[src/rtl/instr_mem_loader_pkg.sv]
// Shared opcode, field-offset and FSM state definitions for the instruction memory loader.
package instr_mem_loader_pkg;

  localparam logic [3:0] OP_ADD = 4'd0;
  localparam logic [3:0] OP_SUB = 4'd1;
  localparam logic [3:0] OP_MUL = 4'd2;
  localparam logic [3:0] OP_DIV = 4'd3;
  localparam logic [3:0] OP_END = 4'd4;

  localparam logic [1:0] F_OP   = 2'd0;
  localparam logic [1:0] F_DST  = 2'd1;
  localparam logic [1:0] F_SRC1 = 2'd2;
  localparam logic [1:0] F_SRC2 = 2'd3;

  typedef enum logic [2:0] {
    IDLE,
    LOAD,
    PAD,
    SEAL,
    ENDFILL,
    DONE
  } state_t;

endpackage

[src/rtl/instr_mem_loader_nibble_ram.sv]
// DEPTH x DATA_W flop array: async clear, one synchronous write port, one combinational read port.
module nibble_ram #(
  parameter int DATA_W = 4,
  parameter int ADDR_W = 6,
  parameter int DEPTH  = 64
) (
  input  logic              clk,
  input  logic              rst,
  input  logic              we,
  input  logic [ADDR_W-1:0] waddr,
  input  logic [DATA_W-1:0] wdata,
  input  logic [ADDR_W-1:0] raddr,
  output logic [DATA_W-1:0] rdata
);

  logic [DEPTH-1:0][DATA_W-1:0] mem;

  always_ff @(posedge clk or posedge rst) begin
    if (rst) mem <= '0;
    else if (we) mem[waddr] <= wdata;
  end

  assign rdata = mem[raddr];

endmodule

[src/rtl/instr_mem_loader.sv]
// Fills the 64x4 instruction nibble memory from a valid/ready stream, pads and seals the
// program with an END instruction, and serves the checker's combinational read port.
module instr_mem_loader
  import instr_mem_loader_pkg::*;
#(
  parameter int DATA_W = 4,
  parameter int ADDR_W = 6,
  parameter int DEPTH  = 64,
  parameter int END_OP = 4
) (
  input  logic              clk,
  input  logic              rst,
  input  logic              in_valid,
  input  logic [DATA_W-1:0] in_data,
  input  logic              in_last,
  output logic              in_ready,
  input  logic              restart,
  input  logic [ADDR_W-1:0] address,
  output logic [DATA_W-1:0] send,
  output logic              prog_done,
  output logic              overflow,
  output logic [4:0]        instr_count
);

  // Last nibble before the reserved END slot; accepting it without an end truncates.
  localparam logic [ADDR_W-1:0] FULL_PTR = ADDR_W'(DEPTH - 5);
  localparam logic [DATA_W-1:0] END_NIB  = DATA_W'(END_OP);

  state_t            state;
  logic [ADDR_W-1:0] wr_ptr;
  logic              accept, slot_end, slot_op, in_end;
  logic              we;
  logic [DATA_W-1:0] wdata;

  assign accept   = in_valid && in_ready;
  assign slot_end = (wr_ptr[1:0] == F_SRC2);
  assign slot_op  = (wr_ptr[1:0] == F_OP);
  assign in_end   = slot_op && (in_data == END_NIB);

  always_comb begin
    we    = 1'b0;
    wdata = '0;
    case (state)
      IDLE, LOAD: begin
        we    = accept;
        wdata = in_data;
      end
      PAD, ENDFILL: we = 1'b1;
      SEAL: begin
        we    = 1'b1;
        wdata = slot_op ? END_NIB : '0;
      end
      default: ;
    endcase
  end

  always_ff @(posedge clk or posedge rst) begin
    if (rst) begin
      state       <= IDLE;
      wr_ptr      <= '0;
      instr_count <= '0;
      overflow    <= 1'b0;
      in_ready    <= 1'b1;
      prog_done   <= 1'b0;
    end else begin
      case (state)
        IDLE, LOAD: begin
          if (accept) begin
            wr_ptr <= wr_ptr + 1'b1;
            // An in-band END wins over in_last and is never counted.
            if (in_end) begin
              state    <= ENDFILL;
              in_ready <= 1'b0;
            end else begin
              if (slot_end) instr_count <= instr_count + 5'd1;
              if (in_last) begin
                state    <= slot_end ? SEAL : PAD;
                in_ready <= 1'b0;
              end else if (wr_ptr == FULL_PTR) begin
                state    <= SEAL;
                overflow <= 1'b1;
                in_ready <= 1'b0;
              end else begin
                state <= LOAD;
              end
            end
          end
        end
        PAD: begin
          wr_ptr <= wr_ptr + 1'b1;
          if (slot_end) begin
            instr_count <= instr_count + 5'd1;
            state       <= SEAL;
          end
        end
        SEAL, ENDFILL: begin
          wr_ptr <= wr_ptr + 1'b1;
          if (slot_end) begin
            state     <= DONE;
            prog_done <= 1'b1;
          end
        end
        DONE: begin
          if (restart) begin
            state       <= IDLE;
            wr_ptr      <= '0;
            instr_count <= '0;
            overflow    <= 1'b0;
            in_ready    <= 1'b1;
            prog_done   <= 1'b0;
          end
        end
        default: state <= IDLE;
      endcase
    end
  end

  nibble_ram #(
    .DATA_W(DATA_W),
    .ADDR_W(ADDR_W),
    .DEPTH (DEPTH)
  ) u_ram (
    .clk  (clk),
    .rst  (rst),
    .we   (we),
    .waddr(wr_ptr),
    .wdata(wdata),
    .raddr(address),
    .rdata(send)
  );

endmodule

[config.mk]
export PLATFORM = sky130hd
export DESIGN_NAME = instr_mem_loader
export DESIGN_NICKNAME = d
export VERILOG_FILES = /design/src/rtl/instr_mem_loader_pkg.sv /design/src/rtl/instr_mem_loader_nibble_ram.sv /design/src/rtl/instr_mem_loader.sv
export SDC_FILE = /design/constraint.sdc
export NUM_CORES = 1
export LEC_CHECK = 0
export ABC_AREA = 1
export CAP_MARGIN = 25
export CORE_UTILIZATION = 40
export CTS_CLUSTER_DIAMETER = 150
export CTS_CLUSTER_SIZE = 20
export DETAILED_ROUTE_END_ITERATION = 6
export SLEW_MARGIN = 40
export SYNTH_ARGS = -nofsm -noshare
export SYNTH_HDL_FRONTEND = slang
export SYNTH_SLANG_ARGS = --single-unit
export TNS_END_PERCENT = 5
[constraint.sdc]
create_clock -name clk -period 11.4 [get_ports clk]
set_input_delay 1.71 -clock clk [delete_from_list [all_inputs] [get_ports clk]]
set_output_delay 1.71 -clock clk [all_outputs]
set_load 0.01 [all_outputs]
After elaboration in Yosys (flattened, before gate mapping)
Index checks and enable logic that the tools add are counted.
Widths: inputs -> output; s select.
- register bits after elaboration: 273
- logic and storage cells: 148
- add/subtract/negate cells: 2
- $lt $le $gt $ge: 3
- eq/ne operators: 16
- mux-type cells: 39
- reductions and logical operators: 18
- operators with widths (kind ; number):
    $bwmux 256 ; 1
    $bmux 4 s6 ; 1
    $demux 4 s6 ; 1
    $mux 5 ; 4
    $mux 3 ; 6
    $pmux 6 s3 ; 1
    $pmux 5 s3 ; 1
    $lt 6x7->1 const B ; 2
    $ne 2x2->1 const B ; 7
    $mux 1 ; 12
    $mux 6 ; 2
    $pmux 3 s4 ; 1
    $reduce_and 4->1 ; 3
    $mux 4 ; 2
    $pmux 1 s2 ; 4
    $pmux 4 s2 ; 1
    $add 6x1->6 const B ; 1
    $eq 3x2->1 const B ; 2
    $eq 3x3->1 const B ; 2
    $eq 6x6->1 const B ; 1
    $ge 6x1->1 const B ; 1
    $reduce_and 3->1 ; 2
    $reduce_and 6->1 ; 1
    $reduce_bool 3->1 ; 2
    12 further kinds ; 17

Depth between registers and ports, before layout
- depth in word-level cells: 6
- gate-level depth with buffers: 11

Hierarchy
Synthesis repeated with hierarchy kept, for this count alone.
- cell total of the unflattened synthesis: 1656
- area total of the unflattened synthesis: 13087.6 um^2
- modules (own cells, without submodules) (module ; instances ; cells an instance ; area an instance (um^2)):
    nibble_ram ; 1 ; 1497 ; 11979.0
    instr_mem_loader ; 1 ; 159 ; 1108.6

Least setup slack after synthesis
Ideal clock, no wire load.
- path type: input to output
- start point: input port address[0]
- end point: output port send[1]
- arrival: 2.809 ns
- required time: 9.690 ns
- setup slack: 6.881 ns
- stages: 11
- buffers on the path: 2
- cell sequence: inv_1 clkbuf_1 clkbuf_1 nand2_1 nand3_1 nand3_1 nand2_1 nand2_1 nand3_1 nand3_1 nand2_1
- cells in the longest elaborated chain, start to end: 2
- ends and longest elaborated chain (item ; RTL line ; text):
    start: declaration ; instr_mem_loader.sv:18 ; input logic [ADDR_W-1:0] address,
    $bmux 4 s6 ; instr_mem_loader_nibble_ram.sv:23 ; assign rdata = mem[raddr];
    $mux 4 (implied by the code) ; instr_mem_loader_nibble_ram.sv:23 ;
    end: declaration ; instr_mem_loader.sv:19 ; output logic [DATA_W-1:0] send,
No other way between the ends. The select of a mux whose other input is x is not followed.

Worst setup path in the final report
- start point: input port address[0]
- end point: output port send[2]
Same word-level chain as after synthesis.

==> flow_summary.json <==
{
  "synth_edf_count": 0,
  "synth_fa_ha_area_frac": 0.00296,
  "cts_tree": "built",
  "core_sq_um": 30900,
  "ys_types": 31,
  "syn_inst": 1612,
  "synth_ff_type": "dfrtp_1",
  "grt_max_degree": 123,
  "synthXorXnorAreaFrac": 0.00345,
  "startpoint_type": "input pin",
  "synth_nets": 1630,
  "finalSetupViolations": 0,
  "grt_overflow": 0,
  "place_area_sq_um": 13200,
  "ctsHoldBuffers": 0,
  "grt_first_pass_wirelength_um": 58100,
  "status": "finished clean",
  "switching_share": 0.363,
  "die_y_um": 180,
  "slew_headroom": 0.429,
  "p_int_uw": 1630,
  "cp.arrival_ns": 4.58,
  "clockPowerShare": 0.233,
  "worstPathMaxFanout": 68,
  "first_global_vias": 10438,
  "first_iter_violations": 1007,
  "gp_congestion": 0.816,
  "dieArea_sq_um": 32500,
  "worst_slew_pin_slew_ns": 0.854,
  "start_util": 0.411,
  "power_leakage_uw": 0.00604,
  "worstSetupStartpoint": "address[0]",
  "cts_setup_buffers": 0,
  "drt_pass1_iterations": 5,
  "cts_buffers": 17,
  "synthSimpleGateAreaFrac": 0.307,
  "yosysTopAreaCell": "dfrtp_1",
  "syn_area_per_cell_sq_um": 7.87,
  "synth_mux_area_frac": 0,
  "hold_viol_final": 0,
  "synthArstFlopShare": 1.00,
  "diodes": 0,
  "final_layout_size_suffix_gt1_frac": 0.0353,
  "layout_commonest_cell": "nand2_1",
  "power_switching_uw": 929,
  "multiInputGateArea_sq_um": 5410,
  "power_frac_comb": 0.266,
  "synth_compound_area_frac": 0.111,
  "min_path_cells": 2,
  "ys_top_cells_by_area": "dfrtp_1, nand2_1, nand3_1",
  "antenna_found_initial": 0,
  "final_core_util": 0.442,
  "synth_top_family_by_area": "simple AND/OR/NAND/NOR gates",
  "wl_per_cell_um": 17.9,
  "cts_num_sinks": 273,
  "layout.nets": 1606,
  "row_count": 64,
  "drc": 0,
  "port_buffers": 26,
  "path_class": "in -> out",
  "cts_buffer_depth": 3,
  "num_vias": 10772,
  "yosys_warnings": 0,
  "p_seq_frac": 0.501,
  "area.growth.synth_to_final_pct": 7.74,
  "r2r.worst_path.cells": 8,
  "die_w_um": 180,
  "grt_use_total": 0.224,
  "path_clk_slew_ns": 0.09,
  "ys_seq_area_frac": 0.538,
  "syn_area_sq_um": 12700,
  "ctsRootBufferMaster": "clkbuf_16",
  "insertion_delay_ns": 0.51,
  "fin_area_sq_um": 13700,
  "post-route-period-util": 0.551,
  "synth.top_cell.area_share": 0.536,
  "ys_ff_latch": 273,
  "crit_required_ns": 9.69,
  "detail-route-antenna-nets": 0,
  "endpoint_kind": "output port",
  "slew_viol_final": 0,
  "min_path_type": "reg -> reg",
  "fmax_mhz": 159,
  "fillers": 3154,
  "setup_tns_ns": 0,
  "max-vdd-ir-drop_uv": 225,
  "skew_ns": 0.0214,
  "h-tree-depth": 1,
  "totalWireLength_um": 35600,
  "power_per_cell_area_nw_per_um2": 187,
  "r2r-start": "state[1]",
  "viasPerCell": 5.43,
  "ctsResizeCount": 0,
  "final_cell_mix": "nand2_1, dfrtp_1, nand3_1",
  "rsz0062_at_grt": "no",
  "hpwl_um": 21200,
  "register_area_sq_um": 6830,
  "timing.hold.ws_ns": 0.489,
  "period_needed_ns": 6.29,
  "io-pin-count": 27,
  "min_from": "u_ram.mem[13]",
  "max_cap_viol_count": 0
}
## worst max-delay path: stages
cell	delay, ns
buf_4	0.40
clkinv_4	0.50
buf_4	0.54
nand2_1	0.14
nand3_1	0.10
nand3_1	0.15
nand2_1	0.11
nand2_1	0.08
nand3_1	0.15
nand3_1	0.12
nand2_1	0.06
clkdlybuf4s50_1	0.48
## power by group through the flow
stage	registers, uW	logic (uW)	clock network [uW]
2_1_floorplan	1270	472	0
3_3_place_gp	1290	671	0
3_5_place_dp	1300	683	0
4_1_cts	1280	684	614
5_1_grt	1300	775	645
6_report	1280	682	597
## area by class of cell
cell class,instances,area share
clock inverters,2,0.00128
clock buffers,17,0.0311
multi-input cells,1224,0.395
inverters,36,0.0117
well taps,396,0.0362
repair buffers,36,0.0248
flip-flops and latches,273,0.500
## synthesized netlist by cell type (4+ instances only)
cell type	instances
buf_2	10
nand2_1	676
xor2_1	5
o21ai_1	41
nand3_1	229
buf_1	11
inv_1	24
o21ai_0	227
nor2_1	11
a21oi_1	4
nand4_1	9
dfrtp_1	272
clkbuf_1	53
clkinv_2	6
## cells by family after synthesis
logic type / after synthesis
AND/OR/NAND/NOR: 938
flip-flops: 273
AO/OA/AOI/OAI: 278
adder cells (fa/ha/maj): 3
buffers and inverters: 115
XOR/XNOR: 5
## final timing paths
check | to | slack [ns]
setup / recovery | send[2] | 5.11
hold / removal | u_ram.mem[13] | 0.49
setup reg to reg | u_ram.mem[59] | 8.88
hold reg to reg | u_ram.mem[13] | 0.49
max in group asynchronous | u_ram.mem[184] | 8.45
min in group asynchronous | u_ram.mem[159] | 1.77
## metal layers
metal  part of all wire  track usage  up-vias
met5                  0            0        -
met4              0.025       0.0602        0
met1               0.46        0.320     5176
met3              0.055       0.0293       51
li1                   -            -     5249
met2               0.46        0.358      296
## metrics by stage
| stage | setup WS, ns | power, uW | cells |
|---|---|---|---|
| detailed placement | 5.12 | 1980 | 1965 |
| global placement | 4.66 | 1960 | 1965 |
| floorplan | 2.17 | 1740 | 1612 |
| global route | 4.88 | 2720 | 1984 |
| finish | 5.11 | 2560 | 1984 |
| CTS | 5.11 | 2580 | 1984 |
## sequential cells by signal, indices dropped and copies added, names as in the netlist
| register | flops |
|---|---|
| state | 3 |
| in_ready | 1 |
| overflow | 1 |
| instr_count | 5 |
| prog_done | 1 |
| wr_ptr | 6 |
| u_ram.mem | 256 |
No activity file was read; power rests on OpenSTA's default activity.
==> patch: new RTL, config.mk and constraints unchanged <==
`DEPTH` is set to 64 in 2 places; all go to 128.
--- a/src/rtl/instr_mem_loader_nibble_ram.sv
+++ b/src/rtl/instr_mem_loader_nibble_ram.sv
@@ -2,7 +2,7 @@
 module nibble_ram #(
   parameter int DATA_W = 4,
   parameter int ADDR_W = 6,
-  parameter int DEPTH  = 64
+  parameter int DEPTH  = 128
 ) (
   input  logic              clk,
   input  logic              rst,
--- a/src/rtl/instr_mem_loader.sv
+++ b/src/rtl/instr_mem_loader.sv
@@ -5,7 +5,7 @@
 #(
   parameter int DATA_W = 4,
   parameter int ADDR_W = 6,
-  parameter int DEPTH  = 64,
+  parameter int DEPTH  = 128,
   parameter int END_OP = 4
 ) (
   input  logic              clk,
Formal check against the unedited RTL: same outputs for any inputs over 4 cycles, from zero or initial values and one cycle with rst high; that may be too few to reach the edited logic, so the function may still have changed.
==> patch against the unedited design <==
  * Worst setup slack got worse by 620 ps
  * Register-to-register slack got worse by 550 ps
  * Highest routed layer unchanged
  * Routed wire length rose by 7.6%
  * Synthesized area rose by 10%
  * Sequential cell count did not move
  * Final area rose by 11%
  * Total power rose by 5.3%
==> patch: results (changes against the unedited design) <==
<table>
<tr><th>Metric</th><th>Value</th></tr>
<tr><th colspan="2">Run status</th></tr>
<tr><td>Outcome</td><td>complete, no violations (unchanged)</td></tr>
<tr><th colspan="2">Place</th></tr>
<tr><td>Post-detailed-placement cell area</td><td>0.0147 sq mm (was 0.0132 sq mm)</td></tr>
<tr><td>Setup slack at placement</td><td>4510 ps (was 5120 ps)</td></tr>
<tr><td>DPL Wire Length</td><td>23400 um (was 21200 um)</td></tr>
<tr><th colspan="2">Routing</th></tr>
<tr><td>Total Routed Length</td><td>38300 um (was 35600 um)</td></tr>
<tr><td>Violation count after the first detailed-routing iteration</td><td>930 (was 1007)</td></tr>
<tr><td>Total routed wire length on the met1 layer</td><td>17800 um (was 16500 um)</td></tr>
<tr><th colspan="2">Finish</th></tr>
<tr><td>Layout cells sized above 1</td><td>8.45% (was 3.53%)</td></tr>
<tr><th colspan="2">Synth</th></tr>
<tr><td>Commonest cells in the netlist</td><td>1128 x sky130_fd_sc_hd__nand2_1, 272 x sky130_fd_sc_hd__dfrtp_1, 227 x sky130_fd_sc_hd__nand3_1, 66 x sky130_fd_sc_hd__clkbuf_1, 65 x sky130_fd_sc_hd__inv_2 (was 676 x sky130_fd_sc_hd__nand2_1, 272 x sky130_fd_sc_hd__dfrtp_1, 229 x sky130_fd_sc_hd__nand3_1, 227 x sky130_fd_sc_hd__o21ai_0, 53 x sky130_fd_sc_hd__clkbuf_1)</td></tr>
<tr><td>Cell types occupying the most area after synthesis</td><td>sky130_fd_sc_hd__dfrtp_1 49%, sky130_fd_sc_hd__nand2_1 30%, sky130_fd_sc_hd__nand3_1 8.1%, sky130_fd_sc_hd__nor2_4 3.8%, sky130_fd_sc_hd__clkbuf_1 1.8% (was sky130_fd_sc_hd__dfrtp_1 54%, sky130_fd_sc_hd__nand2_1 20%, sky130_fd_sc_hd__nand3_1 9.0%, sky130_fd_sc_hd__o21ai_0 9.0%, sky130_fd_sc_hd__o21ai_1 1.6%)</td></tr>
<tr><td>Number of different library cells in the post-synthesis netlist</td><td>29 (was 31)</td></tr>
<tr><td>Syn_nets</td><td>1969 (was 1630)</td></tr>
<tr><td>Proportion of synthesized chip area in sequential cells</td><td>48.8% (was 53.8%)</td></tr>
<tr><th colspan="2">GRT</th></tr>
<tr><td>Global routing met2 resource utilization</td><td>36.0% (was 35.8%)</td></tr>
<tr><td>Largest net degree at the start of global routing</td><td>132 (was 123)</td></tr>
<tr><td>Wire length of the first global-routing pass</td><td>62500 um (was 58100 um)</td></tr>
<tr><th colspan="2">Setup path</th></tr>
<tr><td>Minimum setup slack among reg-to-reg paths</td><td>8330 ps (was 8880 ps)</td></tr>
<tr><td>Worst Path Max Fanout</td><td>77 (was 68)</td></tr>
<tr><td>Arrival time of data at the critical path endpoint</td><td>5200 ps (was 4580 ps)</td></tr>
<tr><th colspan="2">Timing</th></tr>
<tr><td>Slew HR</td><td>43.2% (was 42.9%)</td></tr>
</table>
-- patch: cell types whose count changed in the layout (fill, tap and decap cells not counted), moves of 28 or more --
cell / change
sky130_fd_sc_hd__nand2_1: +453
sky130_fd_sc_hd__o21ai_0: -217
sky130_fd_sc_hd__inv_2: +61
sky130_fd_sc_hd__nor2_4: +48
sky130_fd_sc_hd__o21ai_1: -40
sky130_fd_sc_hd__nor2_1: +28
-- patch: layout make-up --
| cell class | count | area [sq um] |
|---|---|---|
| multi-input cells | 1494 | 6500 |
| clock buffers | 17 | 425 |
| flip-flops and latches | 273 | 6830 |
| clock inverters | 1 | 8.76 |
| inverters | 106 | 412 |
| repair buffers | 38 | 365 |
| fillers | 3608 | 19400 |
| well taps | 455 | 569 |
-- patch: per-stage QoR --
stage	instances	total power [mW]	utilization, %
global route	2384	2.86	43.8
floorplan	1951	1.84	-
global placement	2366	2.11	42.4
finish	2384	2.70	43.8
detailed placement	2366	2.12	42.5
CTS	2384	2.72	43.8
-- patch: logic make-up after synthesis --
kind of cell,after synthesis,synth area share (%)
AOI/OAI and AO/OA,21,0.893
xor gates and xnor gates,4,0.250
adders and majority gates,3,0.268
buffers and inverters,184,5.05
DFF,273,48.8
and+or+nand+nor,1466,44.8
-- patch: worst paths after layout --
check	depth (start not counted)	endpoint	from
worst min register to register	2	u_ram.mem[111]$_DFFE_PP0P_	u_ram.mem[111]$_DFFE_PP0P_
worst max-delay path	12	send[0]	address[0]
max in group asynchronous	3	u_ram.mem[118]$_DFFE_PP0P_	rst
worst max register to register	11	u_ram.mem[163]$_DFFE_PP0P_	in_ready$_DFFE_PP1P_
min in group asynchronous	2	instr_count[3]$_DFFE_PP0P_	rst
worst min-delay path	2	u_ram.mem[111]$_DFFE_PP0P_	u_ram.mem[111]$_DFFE_PP0P_
